--- config.mk ---
export PLATFORM = sky130hd
export DESIGN_NAME = uart_rx_sampler
export DESIGN_NICKNAME = d
export VERILOG_FILES = /design/src/rtl/uart_rx_sampler.sv
export SDC_FILE = /design/constraint.sdc
export NUM_CORES = 1
export LEC_CHECK = 0
export CAP_MARGIN = 20
export CORE_ASPECT_RATIO = 1.5
export CORE_UTILIZATION = 61
export CTS_CLUSTER_DIAMETER = 80
export DETAILED_ROUTE_END_ITERATION = 12
export PLACE_DENSITY = 0.83
export SLEW_MARGIN = 25
export SYNTH_ARGS = -nofsm -noshare
export SYNTH_HDL_FRONTEND = slang
export SYNTH_SLANG_ARGS = --single-unit
--- constraint.sdc ---
create_clock -name clk -period 3.15 [get_ports clk]
set_clock_uncertainty 0.05 [all_clocks]
set_input_delay 0.63 -clock clk [delete_from_list [all_inputs] [get_ports clk]]
set_output_delay 0.63 -clock clk [all_outputs]
set_load 0.05 [all_outputs]
--- src/rtl/uart_rx_sampler.sv ---
// uart_rx_sampler: oversampling UART receiver front end.
// Captures 11-bit frames (start, D0..D7 LSB-first, even parity, stop) into a
// left-shifting register and publishes the whole frame, unfiltered, on
// completion. Parity and framing are judged downstream.
module uart_rx_sampler #(
  parameter int CLKS_PER_BIT = 5208
) (
  input  logic        clk,
  input  logic        rst,
  input  logic        rx,
  output logic [10:0] buffer,
  output logic        frame_valid,
  output logic        busy
);

  // Counter only ever has to reach CLKS_PER_BIT-1 before it is cleared.
  localparam int CW = (CLKS_PER_BIT > 1) ? $clog2(CLKS_PER_BIT) : 1;
  localparam logic [CW-1:0] HALF_M1 = CW'(CLKS_PER_BIT / 2 - 1);
  localparam logic [CW-1:0] BIT_M1  = CW'(CLKS_PER_BIT - 1);

  typedef enum logic [2:0] {
    IDLE,
    START,
    DATA,
    STOP,
    WAIT_IDLE
  } state_t;

  state_t          state_q, state_d;
  logic [CW-1:0]   cnt_q, cnt_d;
  logic [3:0]      bit_idx_q, bit_idx_d;
  logic [10:0]     shreg_q, shreg_d;
  logic [10:0]     buffer_q, buffer_d;
  logic            fv_q, fv_d;
  logic            rx_meta_q;
  logic            rx_s_q;

  // Two-flop synchronizer; idles high so reset never looks like a start bit.
  always_ff @(posedge clk) begin
    if (rst) begin
      rx_meta_q <= 1'b1;
      rx_s_q    <= 1'b1;
    end else begin
      rx_meta_q <= rx;
      rx_s_q    <= rx_meta_q;
    end
  end

  // State, counter, shift register and output registers.
  always_ff @(posedge clk) begin
    if (rst) begin
      state_q   <= IDLE;
      cnt_q     <= '0;
      bit_idx_q <= 4'd0;
      shreg_q   <= 11'd0;
      buffer_q  <= 11'd0;
      fv_q      <= 1'b0;
    end else begin
      state_q   <= state_d;
      cnt_q     <= cnt_d;
      bit_idx_q <= bit_idx_d;
      shreg_q   <= shreg_d;
      buffer_q  <= buffer_d;
      fv_q      <= fv_d;
    end
  end

  // Next-state logic: half-bit wait to centre on the start bit, then one
  // sample per full bit period for D0..D7, parity and stop.
  always_comb begin
    state_d   = state_q;
    cnt_d     = cnt_q;
    bit_idx_d = bit_idx_q;
    shreg_d   = shreg_q;
    buffer_d  = buffer_q;
    fv_d      = 1'b0;

    case (state_q)
      IDLE: begin
        if (!rx_s_q) begin
          cnt_d   = '0;
          state_d = START;
        end
      end

      START: begin
        if (cnt_q == HALF_M1) begin
          cnt_d = '0;
          if (!rx_s_q) begin
            shreg_d   = {shreg_q[9:0], 1'b0};
            bit_idx_d = 4'd0;
            state_d   = DATA;
          end else begin
            // Line went back high before mid start bit: a glitch.
            state_d = IDLE;
          end
        end else begin
          cnt_d = cnt_q + CW'(1);
        end
      end

      DATA: begin
        if (cnt_q == BIT_M1) begin
          cnt_d   = '0;
          shreg_d = {shreg_q[9:0], rx_s_q};
          if (bit_idx_q == 4'd8) begin
            bit_idx_d = 4'd0;
            state_d   = STOP;
          end else begin
            bit_idx_d = bit_idx_q + 4'd1;
          end
        end else begin
          cnt_d = cnt_q + CW'(1);
        end
      end

      STOP: begin
        if (cnt_q == BIT_M1) begin
          cnt_d    = '0;
          shreg_d  = {shreg_q[9:0], rx_s_q};
          buffer_d = {shreg_q[9:0], rx_s_q};
          fv_d     = 1'b1;
          // A low stop bit may be a break; wait for the line to recover.
          state_d  = rx_s_q ? IDLE : WAIT_IDLE;
        end else begin
          cnt_d = cnt_q + CW'(1);
        end
      end

      WAIT_IDLE: begin
        if (rx_s_q) begin
          state_d = IDLE;
        end
      end

      default: begin
        state_d = IDLE;
      end
    endcase
  end

  assign buffer      = buffer_q;
  assign frame_valid = fv_q;
  assign busy        = (state_q != IDLE);

endmodule

== After elaboration in Yosys (flattened, before gate mapping) ==
Cells that the tools add are included.

* Register bits: 44
* Bits in latches: 0
* Memory bits (writable): 0
* ROM bits: 0
* Bits of input ports: 3
* Logic and storage cells: 61
* Memories: 0

* Add/sub/neg operators: 2
* Multiply operators: 0
* Divide/modulo/power cells: 0
* Magnitude comparators: 0
* Equal/unequal tests: 15
* Shift operators: 0
* Multiplexer cells: 23
* Bitwise operators: 1
* Reduce and logical (&&, ||, !) cells: 12

{| class="wikitable"
|+ Operators with widths
! operator !! count
|-
| 13-bit two-way mux || 3
|-
| 13-bit one-hot mux with 3 select lines || 1
|-
| 10-bit two-way mux || 3
|-
| 3-bit two-way mux || 7
|-
| 10-bit one-hot mux with 2 select lines || 1
|-
| 4-bit two-way mux || 4
|-
| 3-bit one-hot mux with 5 select lines || 1
|-
| 2-bit inequality test, second input constant || 7
|-
| 13-bit by 1-bit adder with 13-bit output, second input constant || 1
|-
| 13-bit by 12-bit equality test with 1-bit output, second input constant || 1
|-
| 13-bit equality test, second input constant || 1
|-
| 4-bit one-hot mux with 2 select lines || 1
|-
| 4-bit AND reduction || 2
|-
| 3-bit by 2-bit equality test with 1-bit output, second input constant || 2
|-
| 6-bit AND reduction || 1
|-
| 3-bit nonzero test || 2
|-
| 4-bit by 1-bit adder with 4-bit output, second input constant || 1
|-
| 4-bit equality test, second input constant || 1
|-
| 2-bit AND reduction || 2
|-
| 2-bit nonzero test || 2
|-
| 2-bit OR reduction || 2
|-
| 3-bit by 1-bit equality test with 1-bit output, second input constant || 1
|-
| 3-bit equality test, second input constant || 1
|-
| 3-bit zero test || 1
|-
| 4 further kinds || 4
|}

== Longest topological paths before layout ==
* Depth in word-level cells: 4
* Mapped depth: 9
* Depth with buffers taken out: 7

== Least setup slack after synthesis ==
Ideal clock, no wire load.

* Kind: reg-to-reg
* Start point: register cnt_q[0]
* End point: register state_q[0]
* Library setup time: 0.070 ns
* Arrival time: 1.778 ns
* Required time: 3.030 ns
* Setup slack: 1.251 ns
* Cell stages (with the launch flop): 8
* Path buffers: 1
* Clock period less this slack: 1.899 ns
* Path through: dfxtp_1 ha_1 nor3b_1 and4_1 buf_6 o22ai_4 or4_1 a21oi_1

* Cells in the longest elaborated chain, start to end: 3
* Elaborated cells between the ends (all ways): 6
* Classes of those cells: 5 x eq/ne; 1 x reduce/logical

{| class="wikitable"
|+ Ends and longest elaborated chain
! element !! line !! text
|-
| from (decl) || 30 || <nowiki>logic [CW-1:0] cnt_q, cnt_d;</nowiki>
|-
| from (signal assigned) || 60 || <nowiki>cnt_q <= cnt_d;</nowiki>
|-
| 13-bit equality test / 13-bit by 12-bit equality test with 1-bit output (equally long branches) || 103, 118, 87 ||
|-
| 2-bit inequality test (no source line) || -- ||
|-
| 6-bit AND reduction (no source line) (*) || -- ||
|-
| to (signal assigned) || 59 || <nowiki>state_q <= state_d;</nowiki>
|-
| to (decl) || 29 || <nowiki>state_t state_q, state_d;</nowiki>
|}

Mark *: on every way between the ends. The rest lies on a longest branch, timed or not.
A chain may end at the register's enable or synchronous reset.

== Final worst setup path ==
* Start point: register state_q[2]
* End point: output busy

* Cells in the longest elaborated chain, start to end: 1

{| class="wikitable"
|+ Ends and longest elaborated chain
! element !! line !! text
|-
| 3-bit nonzero test || 144 || <nowiki>assign busy = (state_q != IDLE);</nowiki>
|-
| to (decl) || 13 || <nowiki>output logic busy</nowiki>
|}

No other way between the ends.

==> results.cfg <==
[timing]
tns_ns = 0
setup_violations = 0
finalWorstSetupSlack_ns = 0.582
tightest_slew_ns = 0.509
hold_violations = 0
max-slew-margin-rel_pct = 66.0
min_period_ns = 2.57
grt_setup_unrepaired = no
fmax_ghz = 0.389
min_period_over_period_pct = 81.5
drv_slew = 0
hold-worst-slack_ns = 0.362

[floorplan]
dieArea_um2 = 3610
core_area_um2 = 3190
io_pins = 16
rows = 25
start_util_pct = 64.4
die_y_um = 73.1
die_x_um = 49.4

[pwr]
ir_drop_mv = 0.417
pwr_density_cell_nw_per_um2 = 478
total_power_mw = 1.11
power.leakage_nw = 0.803

[synthesis]
synth_nets = 237
synth_cells = 231
synth_edf_count = 0
ys_ff_latch = 44
syn_area_um2 = 2050
yosys_warnings = 0
synth_ff_type = dfxtp_1
synth_cell_types = 47
async_flop_share_pct = 0
synth_area_per_cell_um2 = 8.89
yosysSeqAreaShare_pct = 42.9

[routing]
drc = 0
drt_iter0_markers = 29
num_vias = 1702
wl_per_cell_um = 14.7
drtAntennaViolNets = 0
wl_um = 4160
dr.pass1.iters = 4
via_per_inst = 6.01

[clocking]
htreeDepth = 2
clk_latency_ns = 0.30
postCtsSetupRepairBufs = 0
clock-sinks = 44
ctsHoldBuffers = 0
cts_made_buffers = 5
clk_pin_slew_worst_paths_ns = 0.09
root_buffer = clkbuf_8
cts_tree = yes
cts_resized = 0
clk_path_buf_depth = 2

[place]
portBuffers = 15
detailedPlace.worstSlack_ns = 0.806
dp_hpwl_um = 2850
gp_congestion = 0.840
placed_area_um2 = 2190

[flow_run]
cap_violations = 0

[cells_and_area]
area_growth_pct = 12.7
fin_nets = 248
diodes = 0
final_cell_area_um2 = 2310
layout-drive-gt1-share_pct = 6.58

[grt]
grt_pass1_vias = 1570
grt_first_pass_wirelength_um = 6910
antenna_found_initial = 0
grtUsageTotal_pct = 25.3
grt_max_degree = 22
overflow = 0

[outcome]
status = finished clean

[critical_path]
crit_path_start_kind = register
critical_path_class = register to output port
worst_setup_path_end_kind = output port
cp.required_ns = 2.47
cp_data_arrival_time_ns = 1.89
cp_max_fo = 11

[hold_path]
hold_class = register to register
-- path summary, 6_finish.rpt --
path	to	slack, ns	start	cells past startpoint
hold reg to reg	rx_s_q	0.36	rx_meta_q	1
setup / recovery	busy	0.58	state_q[2]	2
setup reg to reg	buffer[6]	0.80	cnt_q[0]	6
hold / removal	rx_s_q	0.36	rx_meta_q	1
-- stage by stage --
stage / utilization (%) / std cells
final: 72.5 / 283
after global routing: 72.5 / 283
after CTS: 72.5 / 283
after detailed placement: 68.7 / 275
after global placement: 68.7 / 275
after floorplan: - / 231
-- layout by cell type, fill, tap and decap left out, types with 2 or more instances in the layout --
cell             count
mux2i_1             20
nand3_1             12
clkdlybuf4s50_1     15
o21a_1               2
nor3b_1              2
and3_1               4
or2_2                2
buf_4                2
nor2_1              22
nor2b_1              4
nor4_1               2
nand3b_1             7
and4_1               2
dfxtp_1             44
nand2_1             26
nor3_1               4
nand4_1              4
nand2b_1             4
o22ai_1              2
or3b_1               2
ha_1                 3
a31oi_1              8
clkbuf_8             6
inv_1                7
a21oi_1              8
o21ai_0              7
-- power breakdown --
group / internal, mW / total (mW) / switching, mW
registers: 0.561 / 0.570 / 0.00916
logic: 0.0264 / 0.0806 / 0.0542
clock network: 0.259 / 0.457 / 0.198
-- metal layers --
metal | up-vias | global-route usage [%] | part of all wire, %
li1 | 846 | - | -
met1 | 813 | 27.3 | 43
met2 | 35 | 45.8 | 52
met3 | 8 | 5.63 | 2.7
met4 | 0 | 13.0 | 2.1
met5 | - | 0 | 0
-- sequential cells by signal, indices dropped and copies added (netlist names) --
name / count
rx_s_q: 1
rx_meta_q: 1
state_q: 3
buffer: 11
cnt_q: 13
shreg_q: 10
frame_valid: 1
bit_idx_q: 4
-- area by class of cell --
cell class,instances,area [um2]
flip-flops and latches,44,881
inverters,7,26.3
fillers,260,876
repair buffers,17,165
well taps,40,50.0
clock buffers,6,82.6
clock inverters,2,38.8
multi-input cells,167,1070
-- worst max-delay path, cell delays in order (launching register included) --
cell and delay (ns):
dfxtp_1 0.44, or3_1 0.43, clkdlybuf4s50_1 0.71
-- synth_stat cells, types with 3 or more instances --
| cell | count | area share, % |
|---|---|---|
| dfxtp_1 | 44 | 43 |
| nand2_1 | 26 | 4.8 |
| nor2_1 | 22 | 4.0 |
| mux2i_1 | 20 | 9.8 |
| nand3_1 | 12 | 2.9 |
| a21oi_1 | 8 | 2.0 |
| a31oi_1 | 8 | 2.4 |
| clkbuf_1 | 7 | 1.3 |
| inv_1 | 7 | 1.3 |
| nand3b_1 | 7 | 2.6 |
| o21ai_0 | 7 | 1.7 |
| and3_1 | 4 | 1.2 |
| nand2b_1 | 4 | 1.2 |
| nand4_1 | 4 | 1.2 |
| nor2b_1 | 4 | 1.2 |
| nor3_1 | 4 | 0.98 |
| buf_6 | 3 | 1.6 |
| ha_1 | 3 | 1.8 |
-- kinds of logic after synthesis --
family          Yosys count  synth area share (%)
simple gates            105                  27.4
xor+xnor                  2                 0.853
flops                    44                  42.9
fa+ha+maj                 3                  1.83
mux                      20                  9.75
buf+inv                  20                  4.94
compound gates           37                  12.3
No activity file was read; power rests on OpenSTA's default activity.
